==> src/rtl/shift_add_multiplier.sv <==
// Sequential unsigned shift-and-add multiplier: one add-and-shift per clock, start/ready handshake.
// Optional MUL_ZERO_SKIP_EN: a zero operand skips RUN and finishes in one cycle.
module shift_add_multiplier #(
    parameter int WIDTH = 4
) (
    input  logic                 clk,
    input  logic                 rst,
    input  logic                 start,
    input  logic [WIDTH-1:0]     a,
    input  logic [WIDTH-1:0]     b,
    output logic                 ready,
    output logic                 busy,
    output logic                 done,
    output logic [2*WIDTH-1:0]   product
);

    // state | meaning
    // IDLE  | waiting for start, ready=1
    // RUN   | one add-and-shift per cycle, busy=1
    // DONE  | result in product, done=1 for one cycle

    localparam int CNT_W = $clog2(WIDTH + 1);

    typedef enum logic [1:0] {
        IDLE = 2'd0,
        RUN  = 2'd1,
        DONE = 2'd2
    } state_t;

    state_t               state;
    state_t               state_nxt;
    logic [WIDTH-1:0]     mc;
    logic [2*WIDTH-1:0]   p;
    logic [2*WIDTH-1:0]   p_shift;
    logic [2*WIDTH-1:0]   product_q;
    logic [CNT_W-1:0]     cnt;
    logic [WIDTH-1:0]     addend;
    logic [WIDTH:0]       sum;
    logic                 last_step;
    logic                 zero_op;

`ifdef MUL_ZERO_SKIP_EN
    assign zero_op = (a == '0) || (b == '0);
`else
    assign zero_op = 1'b0;
`endif

    // The adder carry lands in the top bit of the shifted P, so nothing is lost.
    always_comb begin
        addend    = p[0] ? mc : '0;
        sum       = {1'b0, p[2*WIDTH-1:WIDTH]} + {1'b0, addend};
        p_shift   = {sum, p[WIDTH-1:1]};
        last_step = (cnt == CNT_W'(WIDTH - 1));
    end

    always_ff @(posedge clk) begin
        if (rst) begin
            state <= IDLE;
        end else begin
            state <= state_nxt;
        end
    end

    always_comb begin
        state_nxt = state;
        ready     = 1'b0;
        busy      = 1'b0;
        done      = 1'b0;
        case (state)
            IDLE: begin
                ready = 1'b1;
                if (start) begin
                    state_nxt = zero_op ? DONE : RUN;
                end
            end
            RUN: begin
                busy = 1'b1;
                if (last_step) begin
                    state_nxt = DONE;
                end
            end
            DONE: begin
                done      = 1'b1;
                state_nxt = IDLE;
            end
            default: begin
                state_nxt = IDLE;
            end
        endcase
    end

    always_ff @(posedge clk) begin
        if (rst) begin
            mc        <= '0;
            p         <= '0;
            cnt       <= '0;
            product_q <= '0;
        end else begin
            case (state)
                IDLE: begin
                    if (start) begin
                        mc  <= a;
                        cnt <= '0;
                        if (zero_op) begin
                            p         <= '0;
                            product_q <= '0;
                        end else begin
                            p <= {{WIDTH{1'b0}}, b};
                        end
                    end
                end
                RUN: begin
                    p   <= p_shift;
                    cnt <= cnt + CNT_W'(1);
                    // product changes only when the final step lands
                    if (last_step) begin
                        product_q <= p_shift;
                    end
                end
                default: begin
                end
            endcase
        end
    end

    assign product = product_q;

endmodule

==> config.mk <==
export PLATFORM = sky130hd
export DESIGN_NAME = shift_add_multiplier
export DESIGN_NICKNAME = d
export VERILOG_FILES = /design/src/rtl/shift_add_multiplier.sv
export SDC_FILE = /design/constraint.sdc
export NUM_CORES = 1
export LEC_CHECK = 0
export CAP_MARGIN = 20
export CORE_AREA = 4 4 52 54
export CTS_BUF_LIST = sky130_fd_sc_hd__clkbuf_8
export CTS_CLUSTER_DIAMETER = 60
export DETAILED_ROUTE_END_ITERATION = 6
export DIE_AREA = 0 0 56 58
export HOLD_SLACK_MARGIN = 0.02
export PLACE_DENSITY_LB_ADDON = 0.15
export SYNTH_ARGS = -nofsm -noshare
export SYNTH_HDL_FRONTEND = slang
export SYNTH_SLANG_ARGS = --single-unit
==> constraint.sdc <==
create_clock -name clk -period 2.05 [get_ports clk]
set_clock_uncertainty 0.05 [all_clocks]
set_input_delay 0.3075 -clock clk [delete_from_list [all_inputs] [get_ports clk]]
set_output_delay 0.3075 -clock clk [all_outputs]
set_load 0.02 [all_outputs]
[Yosys cells after proc, flatten, opt, wreduce, memory -nomap -nowiden]
Index checks and enable logic that the tools add are counted.
W data, S select, Z words.
Storage, ports and cells
  output and inout port bits: 11
  bits of input ports: 11
  word-level logic and storage cells: 29
  flip-flop bits (word level): 25
Operators by class
  add/sub/neg operators: 2
  eq/ne operators: 5
  multiplexer cells: 11
  reductions and logical operators: 6
Operators with widths (count)
  $pmux W8 S2: 1
  $mux W8: 1
  $reduce_and A2 Y1: 4
  $pmux W3 S2: 1
  $add A4 B4 Y5: 1
  $mux W2: 2
  $mux W4: 1
  $ne A2 B2 Y1 const B: 2
  $pmux W2 S2: 1
  $add A3 B1 Y3 const B: 1
  $eq A3 B2 Y1 const B: 1
  $mux W1: 3
  $mux W3: 1
  $eq A2 B1 Y1 const B: 1
  $eq A2 B2 Y1 const B: 1
  $logic_not A2 Y1: 1
  $reduce_bool A2 Y1: 1

[Logic depth before layout (Yosys ltp)]
  word-level depth: 3
  gate-level depth with buffers: 6
  mapped depth without buffers: 6

[Worst setup path before layout]
No wires, ideal clock.
  path type: flip-flop to flip-flop
  start point: register p[0]
  end point: register product_q[7], in the netlist product[7]
  cell stages (with the launch flop): 7
  clock period less this slack: 1.681 ns
  setup time: 0.134 ns
  setup slack: 0.369 ns
  required time: 1.866 ns
  arrival time: 1.497 ns
  buffers on the path: 0
  cells stage by stage: dfxtp_1 and2_1 ha_1 fa_1 a21o_1 a21oi_1 a211oi_1
On the way
  word-level cells in the longest chain between the ends: 2
RTL lines
  start, declared: RTL line 33  | logic [2*WIDTH-1:0] p;
  start signal, assigned: RTL line 108  | p <= {{WIDTH{1'b0}}, b};
  start signal, assigned: RTL line 113  | p <= p_shift;
  $mux W4: RTL line 50  | addend = p[0] ? mc : '0;
  $add A4 B4 Y5: RTL line 51  | sum = {1'b0, p[2*WIDTH-1:WIDTH]} + {1'b0, addend};
  end signal, assigned: RTL line 117  | product_q <= p_shift;
  end, declared: RTL line 35  | logic [2*WIDTH-1:0] product_q;
Every way passes these cells.
A chain may end at the register's enable or synchronous reset.

[Final worst setup path]
  start point: register state[1]
  end point: output port busy
On the way
  word-level cells in the longest chain between the ends: 2
RTL lines
  start, declared: RTL line 30  | state_t state;
  start signal, assigned: RTL line 60  | state <= state_nxt;
  $eq A2 B1 Y1: RTL line 69  | case (state)
  $mux W1: RTL line 69
  end, declared: RTL line 12  | output logic busy,
Every way passes these cells.

==> metrics.cfg <==
[clock_tree]
cts_root_buffer = clkbuf_8
cts_tree = done
cts_inserted_buffers = 3
clock_path_buffers = 2
postCtsSetupBuffers = 0
cts_resized = 0
ctsHoldBuffers = 0
clock_sink_count = 25
clk_pin_slew_ns = 0.09
htree_levels = 1
clk_latency_ns = 0.27

[layout]
finalNonFillerCells = 181
utilization_pct = 64.6
fill_cells = 208
fin_nets = 172
syn_to_final_growth_pct = 22.9
antenna_cells = 0
layout-drive-gt1-share_pct = 8.50

[floorplan]
core_um2 = 2210
die_w_um = 56
die_h_um = 58
start_util_pct = 52.5
io_pins = 22
rows = 17
die_area_um2 = 3250

[pwr]
ir_drop_mv = 0.417
power_per_cell_area_nw_per_um2 = 646
p_leak_nw = 0.541

[synth]
synth_seq_cells = 25
syn_area_per_cell_um2 = 8.81
synth_warnings = 0
post_synth_num_cell_types = 36
yosysSeqAreaShare_pct = 43.1
syn_area_um2 = 1160
syn_inst = 132
synth_fp_nets = 150

[critical_path]
worstPathRequired_ns = 1.69
crit_fanout = 9
worstSetupStartpointType = register
worst-r2r-setup-slack_ns = 0.27
r2r_cells = 6
worst_ep_arrival_time_ns = 1.61
timing.rr.end = product[7]
timing.rr.start = p[0]
crit_type = register to output port
cp-end-kind = output port

[grt]
grt_antenna_before_repair = 0
grt_usage_pct = 16.7
grt_pass1_vias = 970
overflow = 0
grt_max_degree = 16
grt_first_pass_wirelength_um = 4330

[run]
maxCapViolations = 0

[detailed_routing]
highest_layer = met4
wl_um = 2340
firstDrtPassIters = 4
ant_nets = 0
wl_met2_um = 1140
vias = 973
m1WireLength_um = 1060
routedWlPerCell_um = 12.9
met3_length_um = 82
drt-initial-drc-count = 19
viasPerCell = 5.38
post-route-drc-count = 0

[sta]
worstMarginPinSlew_ns = 0.446
max_freq_mhz = 509
rsz0062_at_grt = no
hold_violations = 0
setup_ws_ns = 0.0868
finalMaxSlewViolations = 0
max_slew_margin_pct = 70.2
fin_crit_ns = 1.96
setup_viol = 0
finalSetupTns_ns = 0
post-route-period-util_pct = 95.8

[place]
port_buffers = 21
place.detailed.hpwl_um = 1710
dp_cells = 177
gp_congestion = 0.794
pre_cts_ws_ns = 0.288

[worst_hold_path]
min_to = mc[1]
hold_path.class = register to register
min_path_cells = 2
min-delay-start = mc[1]

[status]
status = completed

-- metrics by stage --
step,hold WS [ns],instance area [um2],power [mW]
after floorplan,0.382,1160,0.595
after global placement,0.393,1380,0.633
after global routing,0.433,1430,0.971
after CTS,0.407,1430,0.928
after detailed placement,0.397,1380,0.634
final,0.407,1430,0.923
-- flip-flops by register name, summed over array words and instances, names as in the netlist --
register and flops:
product 8, cnt 3, mc 4, p 8
state 2
-- cell families (layout without fill, tap and decap cells) --
family | after synthesis | in the layout | share of synthesized area [%]
AOI/OAI and AO/OA | 28 | 28 | 16.5
xor gates and xnor gates | 1 | 1 | 0.754
adders and majority gates | 7 | 7 | 8.18
buffers and inverters | 11 | 32 | 5.60
DFF | 25 | 25 | 43.1
muxes | 1 | 1 | 0.969
and+or+nand+nor | 59 | 59 | 25.0
-- critical path, stage by stage, from the launching register on --
cell and delay [ns]:
dfxtp_1 0.36, nand2b_2 0.20, inv_2 0.14, clkdlybuf4s50_1 0.63
-- report_power, final --
part           leakage, nW  internal [mW]  switching (mW)  total (mW)
Clock               0.0217          0.138           0.163       0.301
Sequential           0.203          0.502          0.0127       0.515
Combinational        0.316         0.0511          0.0567       0.108
-- placed cells by master (no fill, tap or decap), types with 3 or more instances in the layout --
cell type	synthesis	final
dfxtp_1	25	25
nand2_1	24	24
clkdlybuf4s50_1	0	21
a21oi_1	14	14
nor2_1	9	9
nand3_1	9	9
ha_1	6	6
and2_1	4	4
a311oi_1	4	4
inv_1	3	3
clkbuf_8	0	3
buf_4	2	3
-- cell type report --
cell class	count	area (um2)	share of cell area [%]
flip-flops and latches	25	500	35.0
multi-input cells	96	597	41.8
well taps	28	35.0	2.45
inverters	4	15.0	1.05
repair buffers	24	233	16.3
clock buffers	3	41.3	2.89
clock inverters	1	7.51	0.525
-- worst max-delay path by stage --
stage              from          to  slack (ns)  depth (start not counted)
3_5_place_dp       p[0]  product[7]        0.29                          6
2_1_floorplan      p[0]  product[7]        0.37                          6
4_1_cts        state[1]        busy        0.08                          3
5_1_grt        state[1]        busy       0.006                          3
3_3_place_gp       p[0]  product[7]        0.31                          6
6_report       state[1]        busy        0.09                          3
-- cell usage after synthesis, drive strengths merged --
library cell / count / area, um2
inv: 4 / 15.0
nor2b: 2 / 12.5
o22ai: 1 / 6.26
nand2b: 3 / 21.3
nand3b: 2 / 18.8
nand2: 24 / 90.1
and2b: 1 / 7.51
o32ai: 1 / 8.76
nor2: 10 / 40.0
buf: 6 / 46.3
o21ba: 1 / 10.0
dfxtp: 25 / 500
and2: 4 / 25.0
and3b: 1 / 8.76
nand4: 2 / 12.5
a2111o: 2 / 22.5
o21a: 1 / 7.51
clkbuf: 1 / 3.75
mux2: 1 / 11.3
xnor2: 1 / 8.76
a21o: 1 / 7.51
or3b: 1 / 8.76
o311ai: 1 / 8.76
ha: 6 / 75.1
a21oi: 14 / 70.1
a211oi: 2 / 15.0
nand3: 9 / 45.0
fa: 1 / 20.0
a311oi: 4 / 35.0
-- routing by layer --
layer | vias up | GRT usage, %
met5 | - | 0
met2 | 15 | 27.7
li1 | 500 | -
met1 | 453 | 21.4
met3 | 5 | 3.12
met4 | 0 | 7.12
(Power assumes the default switching activity.)
